--- config.mk ---
export PLATFORM = sky130hd
export DESIGN_NAME = lcd_glyph_overlay
export DESIGN_NICKNAME = d
export VERILOG_FILES = /design/src/rtl/lcd_glyph_overlay.sv
export SDC_FILE = /design/constraint.sdc
export NUM_CORES = 2
export LEC_CHECK = 0
export CAP_MARGIN = 20
export CORE_ASPECT_RATIO = 0.7
export CORE_MARGIN = 2
export CORE_UTILIZATION = 46
export DETAILED_ROUTE_END_ITERATION = 12
export PLACE_DENSITY = 0.71
export SLEW_MARGIN = 10
export SYNTH_ARGS = -nofsm -noshare
export SYNTH_HDL_FRONTEND = slang
export SYNTH_SLANG_ARGS = --single-unit
--- constraint.sdc ---
create_clock -name lcd_clk -period 4.3 [get_ports lcd_clk]
set_input_delay 0.43 -clock lcd_clk [delete_from_list [all_inputs] [get_ports lcd_clk]]
set_output_delay 0.43 -clock lcd_clk [all_outputs]
set_load 0.005 [all_outputs]
--- src/rtl/lcd_glyph_overlay.sv ---
// Multi-slot glyph bitmap overlay between the LCD timing generator and panel.
// Define GLYPH_BLINK_EN to honour the per-slot blink attribute.
module lcd_glyph_overlay #(
  parameter int NUM_SLOTS  = 8,
  parameter int GLYPH_W    = 32,
  parameter int GLYPH_H    = 64,
  parameter int NUM_GLYPHS = 16,
  parameter int ROM_LAT    = 2,
  parameter int ROM_AW     = 11,
  parameter int XW         = 11,
  parameter int YW         = 10,
  localparam int SW = (NUM_SLOTS > 1) ? $clog2(NUM_SLOTS) : 1,
  localparam int GW = (NUM_GLYPHS > 1) ? $clog2(NUM_GLYPHS) : 1
) (
  input  logic              lcd_clk,
  input  logic              rstn,
  input  logic [XW-1:0]     pix_x,
  input  logic [YW-1:0]     pix_y,
  input  logic              de_in,
  input  logic              hsync_in,
  input  logic              vsync_in,
  input  logic [23:0]       bg_rgb,
  input  logic              cfg_we,
  input  logic [SW-1:0]     cfg_slot,
  input  logic              cfg_en,
  input  logic [XW-1:0]     cfg_x,
  input  logic [YW-1:0]     cfg_y,
  input  logic [GW-1:0]     cfg_glyph,
  input  logic [23:0]       cfg_fg,
  input  logic              cfg_blink,
  output logic [ROM_AW-1:0] rom_addr,
  input  logic [7:0]        rom_data,
  output logic [7:0]        lcd_r,
  output logic [7:0]        lcd_g,
  output logic [7:0]        lcd_b,
  output logic              lcd_de,
  output logic              lcd_hsync,
  output logic              lcd_vsync
);

  localparam int BPR = GLYPH_W / 8;
  localparam int CW  = $clog2(GLYPH_W);
  localparam int RW  = (GLYPH_H > 1) ? $clog2(GLYPH_H) : 1;

  logic [NUM_SLOTS-1:0] sh_en, ac_en, vis;
  logic [XW-1:0]        sh_x  [NUM_SLOTS];
  logic [XW-1:0]        ac_x  [NUM_SLOTS];
  logic [YW-1:0]        sh_y  [NUM_SLOTS];
  logic [YW-1:0]        ac_y  [NUM_SLOTS];
  logic [GW-1:0]        sh_g  [NUM_SLOTS];
  logic [GW-1:0]        ac_g  [NUM_SLOTS];
  logic [23:0]          sh_fg [NUM_SLOTS];
  logic [23:0]          ac_fg [NUM_SLOTS];

  logic vs_q, v_fall;

  always_ff @(posedge lcd_clk) begin
    if (!rstn) vs_q <= 1'b1;
    else       vs_q <= vsync_in;
  end

  assign v_fall = vs_q & ~vsync_in;

  always_ff @(posedge lcd_clk) begin
    if (!rstn) begin
      sh_en <= '0;
      sh_x  <= '{default: '0};
      sh_y  <= '{default: '0};
      sh_g  <= '{default: '0};
      sh_fg <= '{default: '0};
    end else if (cfg_we && (int'(cfg_slot) < NUM_SLOTS)) begin
      sh_en[cfg_slot] <= cfg_en;
      sh_x[cfg_slot]  <= cfg_x;
      sh_y[cfg_slot]  <= cfg_y;
      sh_g[cfg_slot]  <= cfg_glyph;
      sh_fg[cfg_slot] <= cfg_fg;
    end
  end

  // Active set only changes at frame start so a frame never tears.
  always_ff @(posedge lcd_clk) begin
    if (!rstn) begin
      ac_en <= '0;
      ac_x  <= '{default: '0};
      ac_y  <= '{default: '0};
      ac_g  <= '{default: '0};
      ac_fg <= '{default: '0};
    end else if (v_fall) begin
      ac_en <= sh_en;
      ac_x  <= sh_x;
      ac_y  <= sh_y;
      ac_g  <= sh_g;
      ac_fg <= sh_fg;
    end
  end

`ifdef GLYPH_BLINK_EN
  logic [NUM_SLOTS-1:0] sh_blink, ac_blink;
  logic [4:0]           frm_cnt;
  logic                 phase;

  always_ff @(posedge lcd_clk) begin
    if (!rstn) begin
      sh_blink <= '0;
      ac_blink <= '0;
    end else begin
      if (cfg_we && (int'(cfg_slot) < NUM_SLOTS))
        sh_blink[cfg_slot] <= cfg_blink;
      if (v_fall)
        ac_blink <= sh_blink;
    end
  end

  always_ff @(posedge lcd_clk) begin
    if (!rstn) begin
      frm_cnt <= '0;
      phase   <= 1'b0;
    end else if (v_fall) begin
      frm_cnt <= frm_cnt + 5'd1;
      if (frm_cnt == 5'd31)
        phase <= ~phase;
    end
  end

  assign vis = ac_en & ~(ac_blink & {NUM_SLOTS{phase}});
`else
  logic unused_blink;
  assign unused_blink = cfg_blink;
  assign vis = ac_en;
`endif

  // Extra top bit keeps slots near the edge from wrapping.
  logic [XW:0] px;
  logic [YW:0] py;
  logic [XW:0] dx [NUM_SLOTS];
  logic [YW:0] dy [NUM_SLOTS];
  logic [NUM_SLOTS-1:0] hit_v;

  assign px = {1'b0, pix_x};
  assign py = {1'b0, pix_y};

  for (genvar s = 0; s < NUM_SLOTS; s++) begin : g_slot
    logic [XW:0] x0;
    logic [YW:0] y0;
    assign x0       = {1'b0, ac_x[s]};
    assign y0       = {1'b0, ac_y[s]};
    assign dx[s]    = px - x0;
    assign dy[s]    = py - y0;
    assign hit_v[s] = vis[s] & de_in
                    & (px >= x0) & (dx[s] < (XW+1)'(GLYPH_W))
                    & (py >= y0) & (dy[s] < (YW+1)'(GLYPH_H));
  end

  logic              hit_c;
  logic [CW-1:0]     col_c;
  logic [RW-1:0]     row_c;
  logic [GW-1:0]     gly_c;
  logic [23:0]       fg_c;
  logic [ROM_AW-1:0] addr_c;

  always_comb begin
    hit_c = 1'b0;
    col_c = '0;
    row_c = '0;
    gly_c = '0;
    fg_c  = '0;
    for (int s = NUM_SLOTS - 1; s >= 0; s--) begin
      if (hit_v[s]) begin
        hit_c = 1'b1;
        col_c = dx[s][CW-1:0];
        row_c = dy[s][RW-1:0];
        gly_c = ac_g[s];
        fg_c  = ac_fg[s];
      end
    end
  end

  assign addr_c = ROM_AW'(gly_c) * ROM_AW'(GLYPH_H * BPR)
                + ROM_AW'(row_c) * ROM_AW'(BPR)
                + ROM_AW'(col_c >> 3);

  // Index 0 is stage 1; index ROM_LAT lines up with rom_data.
  logic        p_hit [ROM_LAT+1];
  logic [2:0]  p_bit [ROM_LAT+1];
  logic [23:0] p_fg  [ROM_LAT+1];
  logic [23:0] p_bg  [ROM_LAT+1];
  logic        p_de  [ROM_LAT+1];
  logic        p_hs  [ROM_LAT+1];
  logic        p_vs  [ROM_LAT+1];

  always_ff @(posedge lcd_clk) begin
    if (!rstn) begin
      rom_addr <= '0;
      p_hit    <= '{default: 1'b0};
      p_bit    <= '{default: '0};
      p_fg     <= '{default: '0};
      p_bg     <= '{default: '0};
      p_de     <= '{default: 1'b0};
      p_hs     <= '{default: 1'b1};
      p_vs     <= '{default: 1'b1};
    end else begin
      if (hit_c)
        rom_addr <= addr_c;
      p_hit[0] <= hit_c;
      p_bit[0] <= ~col_c[2:0];
      p_fg[0]  <= fg_c;
      p_bg[0]  <= bg_rgb;
      p_de[0]  <= de_in;
      p_hs[0]  <= hsync_in;
      p_vs[0]  <= vsync_in;
      for (int i = 1; i <= ROM_LAT; i++) begin
        p_hit[i] <= p_hit[i-1];
        p_bit[i] <= p_bit[i-1];
        p_fg[i]  <= p_fg[i-1];
        p_bg[i]  <= p_bg[i-1];
        p_de[i]  <= p_de[i-1];
        p_hs[i]  <= p_hs[i-1];
        p_vs[i]  <= p_vs[i-1];
      end
    end
  end

  logic [23:0] pix_c;

  always_comb begin
    pix_c = '0;
    if (p_hit[ROM_LAT] && rom_data[p_bit[ROM_LAT]])
      pix_c = p_fg[ROM_LAT];
    else if (p_de[ROM_LAT])
      pix_c = p_bg[ROM_LAT];
  end

  always_ff @(posedge lcd_clk) begin
    if (!rstn) begin
      {lcd_r, lcd_g, lcd_b} <= '0;
      lcd_de    <= 1'b0;
      lcd_hsync <= 1'b1;
      lcd_vsync <= 1'b1;
    end else begin
      {lcd_r, lcd_g, lcd_b} <= pix_c;
      lcd_de    <= p_de[ROM_LAT];
      lcd_hsync <= p_hs[ROM_LAT];
      lcd_vsync <= p_vs[ROM_LAT];
    end
  end

endmodule

-- After elaboration in Yosys (flattened, before gate mapping)
Index checks and enable logic that the tools add are counted.
- bits in registers: 995
- bits of input ports: 113
- output and inout port bits: 38
- logic and storage cells: 255
- add/subtract/negate cells: 18
- order comparisons: 37
- mux-type cells: 59
- bitwise gates (word level): 44
- reduce and logical (&&, ||, !) cells: 3
- operators with widths (cell ; number):
    $mux 24 ; 11
    $bwmux 192 ; 1
    $lt 12x6->1 const B ; 8
    $sub 11x11->12 ; 8
    $bwmux 88 ; 1
    $ge 11x11->1 ; 8
    $lt 11x7->1 const B ; 8
    $sub 10x10->11 ; 8
    $bwmux 80 ; 1
    $ge 10x10->1 ; 8
    $demux 24 s3 ; 1
    $mux 6 ; 8
    $and 1x1->1 ; 41
    $mux 5 ; 8
    $demux 11 s3 ; 1
    $bwmux 32 ; 1
    $demux 10 s3 ; 1
    $mux 3 ; 8
    $demux 4 s3 ; 1
    $add 11x2->11 ; 1
    $add 11x8->11 ; 1
    $mux 11 ; 1
    $mux 1 ; 10
    $mux 10 ; 1
    other kinds (12) ; 15

-- Depth between registers and ports, before layout
- depth after elaboration: 15
- mapped depth: 17
- depth with buffers taken out: 14

-- Worst setup path after synthesis
Ideal clock, no wire load.
- kind: input-to-reg
- start: in pix_x[0]
- end: reg p_fg[49] (netlist bit)
- arrival: 3.583 ns
- required time: 4.183 ns
- setup slack: 0.599 ns
- stages on the path: 17
- buffers on the path: 3
- cells stage by stage: inv_1 -> ha_1 -> inv_1 -> fa_1 -> a21o_1 -> and4_1 -> or3_1 -> a211oi_1 -> nor4bb_1 -> buf_2 -> and3_1 -> buf_2 -> buf_2 -> o31ai_1 -> mux2i_1 -> o21ai_0 -> a32o_1
- cells in the longest elaborated chain, start to end: 13
- elaborated cells on any way between the ends: 64
- those cells by class: add/sub: 8; order compare: 16; mux: 8; bitwise: 32
- RTL lines (what ; RTL line ; RTL):
    start: declaration ; 17 ; input logic [XW-1:0] pix_x,
    $sub 11x11->12 / $ge 11x11->1 (equally long branches) ; 147, 150 ;
    $lt 12x6->1 / $and 1x1->1 (equally long branches) ; 150 ; & (px >= x0) & (dx[s] < (XW+1)'(GLYPH_W))
    $and 1x1->1 ; 150 ;
    $and 1x1->1 (2 in series) ; 151 ; & (py >= y0) & (dy[s] < (YW+1)'(GLYPH_H));
    $mux 24 (7 in series) ; 168 ; if (hit_v[s]) begin
    $mux 24 * ; 168 ;
    end signal: indexed assignment ; 214 ; p_fg[i] <= p_fg[i-1];
    end: declaration ; 185 ; logic [23:0] p_fg [ROM_LAT+1];
Every way passes the cells marked *; elsewhere a longest branch is shown, timed or not.
A chain may end at the register's enable or synchronous reset.

-- Worst setup path after layout
- start: in pix_y[0]
- end: reg rom_addr[4]
- cells in the longest elaborated chain, start to end: 13
- elaborated cells on any way between the ends: 66
- those cells by class: add/sub: 10; order compare: 16; mux: 24; bitwise: 16
- RTL lines (what ; RTL line ; RTL):
    start: declaration ; 18 ; input logic [YW-1:0] pix_y,
    $sub 10x10->11 / $ge 10x10->1 (equally long branches) ; 148, 151 ;
    $lt 11x7->1 / $and 1x1->1 (equally long branches) ; 151 ;
    $and 1x1->1 ; 151 ;
    $mux 6 (8 in series) ; 168 ;
    $add 11x8->11 ; 179 ; + ROM_AW'(row_c) * ROM_AW'(BPR)
    $add 11x2->11 ; 180 ; + ROM_AW'(col_c >> 3);
    end signal: assignment ; 203 ; rom_addr <= addr_c;
    end: declaration ; 31 ; output logic [ROM_AW-1:0] rom_addr,
Several ways; a longest one is shown, not always the timed one.

==> out/results.env <==
CAP_VIOL_MAX_COUNT=0
DIE_H_UM=266
REG2REGPATHDEPTH=15
GLOBAL_ROUTE_WIRE_LENGTH_BEFORE_REPAIR_MM=231
WORSTSETUPSTARTPOINTTYPE='input pin'
FINAL_LAYOUT_SIZE_SUFFIX_GT1_SHARE_PCT=9.93
NUM_VIAS=42119
POSTLAYOUTCELLAREA_UM2=53100
INSERTION_DELAY_NS=0.72
SYNTH.LARGEST_AREA_CELL='sky130_fd_sc_hd__dfxtp_1'
FINAL-HOLD-VIOLATION-COUNT=0
SYNTH_EDF_COUNT=0
RR_STARTPOINT='ac_x[11]'
HOLD_START='rstn'
SETUP.WORST_PATH.START='pix_y[0]'
DETAIL_ROUTE.VIAS_PER_CELL=5.70
WORST_SLACK_NS=0.0560
POWER.DENSITY_CELL_AREA_nW_PER_UM2=380
PLACED_CELL_AREA_UM2=49900
MIN-DELAY-PATH-CLASS='input pin to flip-flop'
SYNTHESIS.YOSYS.WARNINGS=0
FINAL_NETS=6304
DRT.ANTENNA.VIOLATING_NETS=0
FIN_WORST_SKEW_NS=0.0350
CP.ARRIVAL_NS=4.90
MAX_SLEW_MARGIN_PCT=30.3
FIRSTDRTPASSITERS=10
CTS.SINK_COUNT=987
CP.REQUIRED_NS=4.96
LEAKAGEPOWER_uW=0.0189
FINALMAXSLEWVIOLATIONS=0
CTS_HOLD_REPAIR.BUFFERS=0
IO_BUFFERS=148
DETAILED_PLACEMENT_HPWL_MM=105
DIODES=0
TRITONCTS.NUM_BUFFERS=94
CTS.ROOT.BUFFER_CELL='sky130_fd_sc_hd__clkbuf_16'
FINALSETUPVIOLCOUNT=0
MAX_FREQ_MHz=236
FP.DIEW_UM=378
MAPPEDNETLISTAREA_UM2=44900
HOLD_SLACK_NS=0.216
SHARE_OF_THE_SYNTHESIZED_AREA_IN_COMPOUND_GATES_AO_OA_AOI_OAI_PCT=19.3
GP_CONGESTION=0.997
FILLCELLCOUNT=8973
FIN_UTIL_PCT=55.1
SYNTH.NET_COUNT=6109
ROUTEDWLPERCELL_UM=20.9
GRT_REMAINING_OVERFLOW=0
DRC=1
CORE_AREA_UM2=96400
FRACTION_OF_THE_MAPPED_NETLIST_AREA_IN_SIMPLE_LOGIC_GATES_PCT=23.4
SYNTH-XOR-AREA-SHARE_PCT=0.799
OUTCOME='finished with violations'
POST-SYNTH-TOP-COUNT-CELL='sky130_fd_sc_hd__nand2_1'
TOTALWIRELENGTH_MM=154
WORSTMARGINPINSLEW_NS=1.02
SYNTH_TOP_FAMILY_BY_AREA='simple AND/OR/NAND/NOR gates'
YOSYS_REGISTER_BITS=987
SYNTH.AREA.MUX_SHARE_PCT=1.34
SYNTH.CELLS.MOST_FREQUENT='1,724 x sky130_fd_sc_hd__nand2_1, 987 x sky130_fd_sc_hd__dfxtp_1, 911 x sky130_fd_sc_hd__a21oi_1'
NUMBER_OF_ANTENNA_VIOLATIONS_AT_THE_FIRST_CHECK_IN_GLOBAL_ROUTING=10
GR-USAGE-ALL-LAYERS_PCT=29.9
POST-CTS-SETUP-BUFFER-COUNT=0
TYPE_OF_DESTINATION_OF_THE_CRITICAL_PATH='flip-flop'
YOSYS-TOP-CELLS-AREA='sky130_fd_sc_hd__dfxtp_1 44%, sky130_fd_sc_hd__nand2_1 14%, sky130_fd_sc_hd__a21oi_1 10%'
VDD_IR_DROP_MAX_mV=0.263
PEAK_FANOUT_ALONG_THE_CRITICAL_PATH=4
POST_SYNTH_CELL_TYPES=89
SYNTH-ASYNC-RESET-RATIO_PCT=0
HTREE_NUM_LEVELS=3
SYNTHADDERAREAFRAC_PCT=5.39
TRITONCTS_CLOCK_TREE='done'
DR.FIRST_ITER.DRC_COUNT=5008
SYNTHESIS.AREA_PER_INSTANCE_UM2=7.73
SYN_TO_FINAL_GROWTH_PCT=18.2
FIRST_GLOBAL_VIAS=37777
NUMBER_OF_CELLS_ON_THE_WORST_HOLD_PATH=3
GRT_MAX_DEGREE=186
CTS-RESIZED-GATES=0
VIOLATIONS='design-rule violations'
CTS.CLK_SLEW.WORST_PATHS_NS=0.06
POST-PLACE-WS_NS=-0.414
DIE-AREA_UM2=100000
FLOORPLAN.INITIALDENSITY_PCT=46.6
COUNT_OF_MAPPED_CELLS_OUT_OF_SYNTHESIS=5812
GRT_SETUP_UNREPAIRED='no'
FINAL.PERIOD_UTILIZATION_PCT=98.7
FLOORPLAN.ROWS=95
SEQ_AREA_FRAC_SYNTH_PCT=44.0
CRITICAL_PATH_CLASS='input pin to flip-flop'
IOPINCOUNT=151
YOSYS_MOST_USED_DFF='sky130_fd_sc_hd__dfxtp_1'
LAYOUT_MIN_CYCLE_TIME_NS=4.24
CLOCKBUFFERDEPTH=3
SYNTHDOMINANTCELLAREASHARE_PCT=44.0
[layout make-up]
class | instances | area, µm² | share of cell area (%)
timing repair buffer | 517 | 4860 | 9.15
clock inverter | 44 | 583 | 1.10
inverter | 244 | 923 | 1.74
tap | 1309 | 1640 | 3.08
clock buffer | 127 | 2640 | 4.96
multi-input combinational | 4163 | 22700 | 42.8
sequential | 987 | 19800 | 37.2
[cells in the final DEF, fill, tap and decap left out, drive strengths merged, types with 130 or more instances in the layout]
cell,instances
and2,142
a21oi,911
inv,249
buf,370
nand2,1725
o21ai,130
dfxtp,987
nor2,133
ha,168
clkdlybuf4s50,147
[worst paths after layout]
| path | endpoint | slack, ns |
|---|---|---|
| max | rom_addr[4] | 0.06 |
| min | lcd_b[7] | 0.22 |
| max reg2reg | rom_addr[4] | 0.21 |
| min reg2reg | p_hs[0] | 0.41 |
[registers in the layout (all words and copies together), names as in the netlist]
signal / cells
p_vs: 3
p_fg: 72
lcd_de: 1
sh_g: 24
sh_x: 88
p_hit: 3
p_hs: 3
p_de: 3
lcd_hsync: 1
sh_y: 80
ac_en: 8
p_bg: 72
p_bit: 9
lcd_vsync: 1
lcd_b: 8
lcd_g: 8
ac_g: 24
ac_fg: 192
ac_y: 80
sh_fg: 192
lcd_r: 8
rom_addr: 11
ac_x: 88
sh_en: 8
[through the flow]
| stage | total power (µW) | std cells | setup TNS [ns] |
|---|---|---|---|
| after floorplan | 10700 | 5812 | 0 |
| after global placement | 11600 | 7220 | -11.81 |
| after detailed placement | 11600 | 7220 | -10.73 |
| after CTS | 20200 | 7391 | 0 |
| after global routing | 20800 | 7391 | 0 |
| final | 20200 | 7391 | 0 |
[cell families (layout without fill, tap and decap cells)]
| group | Yosys count | in the layout |
|---|---|---|
| compound gates | 1465 | 1465 |
| xor+xnor | 41 | 41 |
| flops | 987 | 987 |
| mux | 57 | 57 |
| fa+ha+maj | 184 | 184 |
| buf+inv | 662 | 932 |
| simple gates | 2416 | 2416 |
[per-layer routing]
layer / share of wire, % / global-route usage, % / up-vias
met3: 12 / 8.25 / 228
met1: 47 / 46.6 / 19997
met4: 1.9 / 6.12 / 8
met2: 39 / 40.0 / 1913
li1: - / - / 19973
met5: 0.033 / 0 / -
[power by group]
group          switching, µW  internal [µW]  leakage [µW]  total [µW]
Sequential              67.0           9280       0.00798        9350
Clock                   3810           4890       0.00157        8700
Combinational           1370            773       0.00940        2150
Total                   5250          14900        0.0189       20200
[critical path, cell delays in order]
cell                              delay [ns]
sky130_fd_sc_hd__clkdlybuf4s50_1        0.56
sky130_fd_sc_hd__inv_1                  0.17
sky130_fd_sc_hd__buf_4                  0.17
sky130_fd_sc_hd__ha_1                   0.22
sky130_fd_sc_hd__fa_1                   0.38
sky130_fd_sc_hd__nand2b_1               0.17
sky130_fd_sc_hd__a21oi_1                0.20
sky130_fd_sc_hd__a41oi_1                0.17
sky130_fd_sc_hd__mux2i_1                0.40
sky130_fd_sc_hd__nor4bb_4               0.10
sky130_fd_sc_hd__buf_4                  0.17
sky130_fd_sc_hd__and3_1                 0.21
sky130_fd_sc_hd__a2111oi_0              0.90
sky130_fd_sc_hd__buf_4                  0.23
sky130_fd_sc_hd__nand3_1                0.08
sky130_fd_sc_hd__a31oi_1                0.16
sky130_fd_sc_hd__o22a_1                 0.16
No activity file was read; power rests on OpenSTA's default activity.
